<file path="src/rtl/fir_frame_scheduler.sv">
// rtl/fir_frame_scheduler.sv - frame sequencer and coefficient-load arbiter for the two-channel polyphase FIR decimator
module fir_frame_scheduler #(
  parameter int MAC_SIZE   = 255,
  parameter int D          = 100,
  parameter int FS_DIV     = 512,
  parameter int COEFF_SIZE = 16,
  parameter int AW         = $clog2(MAC_SIZE)
) (
  input  logic                  clk,
  input  logic                  nrst,
  input  logic                  run,
  input  logic                  cfg_req,
  output logic                  cfg_ack,
  input  logic                  cfg_valid,
  output logic                  cfg_ready,
  input  logic [AW-1:0]         cfg_addr,
  input  logic [COEFF_SIZE-1:0] cfg_data,
  output logic                  cfg_err,
  output logic                  clk_fs,
  output logic                  clk_fs_d0,
  output logic                  clk_fs_d1,
  output logic                  clk_fs_d2,
  output logic                  en_0,
  output logic                  en_1,
  output logic                  c_we,
  output logic [AW-1:0]         c_addr,
  output logic [COEFF_SIZE-1:0] c_in,
  output logic                  mac_done,
  output logic                  out_valid,
  output logic                  out_ch
);

  localparam int TW = $clog2(FS_DIV);
  localparam int DW = $clog2(D + 1);

  localparam logic [TW-1:0] T_LAST = TW'(FS_DIV - 1);
  localparam logic [TW-1:0] T_D0   = TW'(1);
  localparam logic [TW-1:0] T_D1   = TW'(2);
  localparam logic [TW-1:0] T_D2   = TW'(3);
  localparam logic [TW-1:0] T_MAC  = TW'(MAC_SIZE + 3);
  localparam logic [DW-1:0] DEC_LAST = DW'(D - 1);
  localparam logic [AW:0]   MAC_LIM  = (AW + 1)'(MAC_SIZE);

  typedef enum logic [1:0] {
    S_IDLE,
    S_RUN,
    S_DRAIN,
    S_CFG
  } state_t;

  state_t                  state_q, state_d;
  logic [TW-1:0]           ftmr_q, ftmr_d;
  logic                    ph_q, ph_d;
  logic [DW-1:0]           dec0_q, dec0_d;
  logic [DW-1:0]           dec1_q, dec1_d;
  logic                    c_we_q, c_we_d;
  logic [AW-1:0]           c_addr_q, c_addr_d;
  logic [COEFF_SIZE-1:0]   c_in_q, c_in_d;
  logic                    cfg_err_q, cfg_err_d;

  logic                    in_frame;
  logic                    frame_end;
  logic                    mac_hit;
  logic [DW-1:0]           dec_cur;
  logic                    dec_wrap;
  logic                    accept;
  logic                    addr_ok;
  logic [TW-1:0]           ftmr_inc;

  // A frame is live in RUN and in DRAIN; DRAIN only finishes one already begun.
  assign in_frame  = (state_q == S_RUN) || (state_q == S_DRAIN);
  assign frame_end = in_frame && (ftmr_q == T_LAST);
  assign mac_hit   = in_frame && (ftmr_q == T_MAC);
  assign dec_cur   = ph_q ? dec1_q : dec0_q;
  assign dec_wrap  = (dec_cur == DEC_LAST);
  assign ftmr_inc  = frame_end ? '0 : ftmr_q + TW'(1);
  // The window closes in the same cycle cfg_req falls, so that beat is refused.
  assign accept    = (state_q == S_CFG) && cfg_req && cfg_valid;
  assign addr_ok   = ({1'b0, cfg_addr} < MAC_LIM);

  // State and datapath registers, cleared asynchronously.
  always_ff @(posedge clk or negedge nrst) begin
    if (!nrst) begin
      state_q   <= S_IDLE;
      ftmr_q    <= '0;
      ph_q      <= 1'b0;
      dec0_q    <= '0;
      dec1_q    <= '0;
      c_we_q    <= 1'b0;
      c_addr_q  <= '0;
      c_in_q    <= '0;
      cfg_err_q <= 1'b0;
    end else begin
      state_q   <= state_d;
      ftmr_q    <= ftmr_d;
      ph_q      <= ph_d;
      dec0_q    <= dec0_d;
      dec1_q    <= dec1_d;
      c_we_q    <= c_we_d;
      c_addr_q  <= c_addr_d;
      c_in_q    <= c_in_d;
      cfg_err_q <= cfg_err_d;
    end
  end

  // Next-state: sequencing, channel phase, decimation counters and write capture.
  always_comb begin
    state_d   = state_q;
    ftmr_d    = ftmr_q;
    ph_d      = ph_q;
    dec0_d    = dec0_q;
    dec1_d    = dec1_q;
    c_we_d    = 1'b0;
    c_addr_d  = c_addr_q;
    c_in_d    = c_in_q;
    cfg_err_d = 1'b0;

    // Phase flips at the frame boundary so the next frame serves the other channel.
    if (frame_end) begin
      ph_d = !ph_q;
    end

    if (mac_hit) begin
      if (ph_q) begin
        dec1_d = dec_wrap ? '0 : dec1_q + DW'(1);
      end else begin
        dec0_d = dec_wrap ? '0 : dec0_q + DW'(1);
      end
    end

    case (state_q)
      S_IDLE: begin
        ftmr_d = '0;
        if (cfg_req) begin
          state_d = S_CFG;
        end else if (run) begin
          state_d = S_RUN;
        end
      end
      S_RUN: begin
        ftmr_d = ftmr_inc;
        // An exit request in the frame's last cycle finishes the frame right here.
        if (!run || cfg_req) begin
          if (frame_end) begin
            state_d = cfg_req ? S_CFG : S_IDLE;
          end else begin
            state_d = S_DRAIN;
          end
        end
      end
      S_DRAIN: begin
        ftmr_d = ftmr_inc;
        if (frame_end) begin
          state_d = cfg_req ? S_CFG : S_IDLE;
        end
      end
      S_CFG: begin
        ftmr_d = '0;
        if (accept) begin
          if (addr_ok) begin
            c_we_d   = 1'b1;
            c_addr_d = cfg_addr;
            c_in_d   = cfg_data;
          end else begin
            cfg_err_d = 1'b1;
          end
        end
        // Leaving the window restarts filtering from a clean channel/decimation state.
        if (!cfg_req) begin
          state_d = S_IDLE;
          ph_d    = 1'b0;
          dec0_d  = '0;
          dec1_d  = '0;
        end
      end
      default: begin
        state_d = S_IDLE;
      end
    endcase
  end

  assign clk_fs    = (state_q == S_RUN) && (ftmr_q == '0);
  assign clk_fs_d0 = in_frame && (ftmr_q == T_D0);
  assign clk_fs_d1 = in_frame && (ftmr_q == T_D1);
  assign clk_fs_d2 = in_frame && (ftmr_q == T_D2);
  assign en_0      = in_frame && !ph_q;
  assign en_1      = in_frame && ph_q;
  assign mac_done  = mac_hit;
  assign out_valid = mac_hit && dec_wrap;
  assign out_ch    = mac_hit && dec_wrap && ph_q;
  assign cfg_ack   = (state_q == S_CFG) && cfg_req;
  assign cfg_ready = cfg_ack;
  assign c_we      = c_we_q;
  assign c_addr    = c_addr_q;
  assign c_in      = c_in_q;
  assign cfg_err   = cfg_err_q;

endmodule

</file>
<file path="config.mk">
export PLATFORM = sky130hd
export DESIGN_NAME = fir_frame_scheduler
export DESIGN_NICKNAME = d
export VERILOG_FILES = /design/src/rtl/fir_frame_scheduler.sv
export SDC_FILE = /design/constraint.sdc
export NUM_CORES = 1
export LEC_CHECK = 0
export BUFFER_PORTS_ARGS = -buffer_cell sky130_fd_sc_hd__buf_2
export CORE_MARGIN = 2
export CORE_UTILIZATION = 47
export CTS_CLUSTER_DIAMETER = 120
export DETAILED_ROUTE_END_ITERATION = 6
export PLACE_DENSITY = 0.75
export SLEW_MARGIN = 20
export SYNTH_ARGS = -nofsm -noshare
export SYNTH_HDL_FRONTEND = slang
export SYNTH_SLANG_ARGS = --single-unit
</file>
<file path="constraint.sdc">
create_clock -name clk -period 1.9 [get_ports clk]
set_input_delay 0.38 -clock clk [delete_from_list [all_inputs] [get_ports clk]]
set_output_delay 0.38 -clock clk [all_outputs]
set_load 0.03 [all_outputs]
</file>
==> run metrics <==
status finished, violations left; failing checks setup timing; register area 1300 um^2; number of clock sinks 52; CP required 1.52 ns; Post-Synthesis Net Count 275; Ys Warns 0; hold_ws 0.0380 ns; Pwr Density 1280 nW/um^2; # setup viols final 17; H-tree depth 2; max-cap viol count 0; fin worst setup slack -0.396 ns; clk_lat worst skew 0.31 ns; critical path's slowest cell or4_4; chip height 78 um; Final Routed Wirelength 5950 um; post-synthesis sequential area ratio 50.6%; Critical Path Fanout Max 4; fin crit period 2.30 ns; vias per cell 5.19; final worst-path cycle share 121%; IO Port Bufs 65; DR vias 2,108; dpl hpwl 4020 um; root buffer cell clkbuf_8; Slew headroom 49.3%; gr ovfl total 0; Max Root-Sink Buffers 2; clk_skew 0.00834 ns; CP Launch Type flop; CTS tree done; number of global-route vias before repair 2,020; Die W 78 um; Mapped Avg Cell Area 11.0 um^2; synthesis-to-finish area growth 37.6%; crit path kind flop to output pin; footprint of the multi-input gates 1330 um^2; Critical Path Stages 4; clock transition at the registers of the reported paths 0.09 ns; crit path from ftmr_q[5]; Area contributors post-synth dfrtp_1 51%, mux2_2 11%, ha_1 5.3%; # fillers 387; Pins Over Slew Limit 0; leakage power 1.73 nW; synthesized instance count 235; share of cells above drive strength 1 49.7%; worst slew pin tran 0.759 ns; critical path, cell by cell or4_4, or3_4, a21oi_4, buf_6; Fin. Hold Viols 0; # IOs 66; Ant. Diodes 0; Worst Hold Class primary input to asynchronous set/reset pin; Crit path arrival time 1.92 ns; Die ar. 6080 um^2; total CTS buffers 5; most frequent cells in the layout 56 x buf_2, 52 x dfrtp_1, 38 x buf_4; Worst R2R Path Depth 7; Initial Util 49.4%; crit end category output pin; post-route ant nets 0; Design Area, Final 3540 um^2; Max Freq 0.436 GHz; Synth Register Bits 52; CP delay by family, top simple AND/OR/NAND/NOR gates; Critical Path Max Stage Delay 0.54 ns; Cell Area, Synth 2570 um^2; initial antenna violation count 0; library cells used by synthesis 39; overall global routing resource usage 19.9%; core area 5200 um^2; FF-to-FF Start ftmr_q[5]; DRC Markers 0; final core occ 68.0%; Final Wtd Congestion 0.792; Layout Nets 375; pin count of the biggest net entering global routing 53; drt wl/cell 14.7 um; drt first pass iters 4; post-synth top area share 50.6%; WP buf/inv 1; Worst VDD drop 0.000848 V; Area after DPL 3230 um^2; first-pass GRT wire length 9450 um; RSZ-0062 raised after global routing yes; most common cell after layout, fill and taps aside buf_2; Setup TNS Final -4.04 ns; leading area contributor after synthesis dfrtp_1; cell row count 26; drt initial violations 102
stage by stage:
stage          total power [mW]  std cells  setup slack (ns)
2_1_floorplan              3.04        235            -0.166
3_3_place_gp               3.69        392            -0.154
3_5_place_dp               3.75        392            -0.169
4_1_cts                    4.45        403            -0.423
5_1_grt                    4.81        406            -0.452
6_report                   4.54        406            -0.396
routing by layer:
layer | GRT usage (%) | share of wire (%)
met4 | 7.37 | 1.8
met3 | 4.42 | 3.1
met5 | 0 | 0
met1 | 24.8 | 41
met2 | 33.8 | 54
state kept, by name, indices dropped and copies added (netlist names):
signal	flops
cfg_err	1
dec0_q	7
c_in	16
ph_q	1
ftmr_q	9
dec1_q	7
c_addr	8
c_we	1
state_q	2
report_power, final:
group	total (mW)	leakage (nW)	switching, mW	internal (mW)
Sequential	1.61	0.677	0.181	1.43
Clock	0.637	0.0414	0.374	0.263
Combinational	2.29	1.01	1.36	0.935
Total	4.54	1.73	1.91	2.63
cell families after synthesis:
family | Yosys count | share of synthesized area, %
compound gates | 34 | 8.31
xor+xnor | 8 | 2.72
fa+ha+maj | 11 | 5.35
buf+inv | 20 | 3.40
flops | 52 | 50.6
mux | 28 | 12.1
simple gates | 82 | 17.6
worst paths after layout:
kind,endpoint,slack [ns]
hold reg to reg,c_in[8],0.51
min in group clk,c_in[8],0.30
max in group asynchronous,ftmr_q[1],1.61
setup reg to reg,dec0_q[5],-0.37
hold / removal,ftmr_q[0],0.04
setup / recovery,out_valid,-0.40
what timing repair did:
item                       in CTS  in global routing
pin swaps                       5                  4
setup buffers                   3                  3
resized for setup              20                 18
hold buffers                    0                  0
setup endpoints to repair      16                 29
cell usage after synthesis:
cell type,number
and2_1,3
and3_1,13
buf_6,1
o21ai_0,8
clkbuf_1,8
nand3b_1,1
a31o_2,3
inv_1,9
ha_1,11
o21a_1,1
a2111oi_0,1
a211oi_1,4
nor2_1,16
nor2b_1,4
o211ai_1,1
nor4b_1,1
mux2_2,24
or4_1,3
nand2b_1,2
nand4_1,6
or3_4,1
or2_2,1
xnor2_1,4
nor3_1,7
nand2_1,11
xor2_1,4
buf_4,1
buf_2,1
nor4_2,1
a21oi_1,8
mux2i_1,4
dfrtp_1,52
or4_4,1
and3_2,1
o31ai_1,3
a31oi_1,2
nand3_1,9
nand4b_1,1
o22ai_1,3
area by class of cell:
class | count | share of cell area (%)
clock inverters | 2 | 0.459
repair buffers | 104 | 19.9
clock buffers | 6 | 2.05
multi-input cells | 163 | 37.4
flip-flops and latches | 52 | 36.7
well taps | 70 | 2.47
inverters | 9 | 0.954
(Power assumes the default switching activity.)
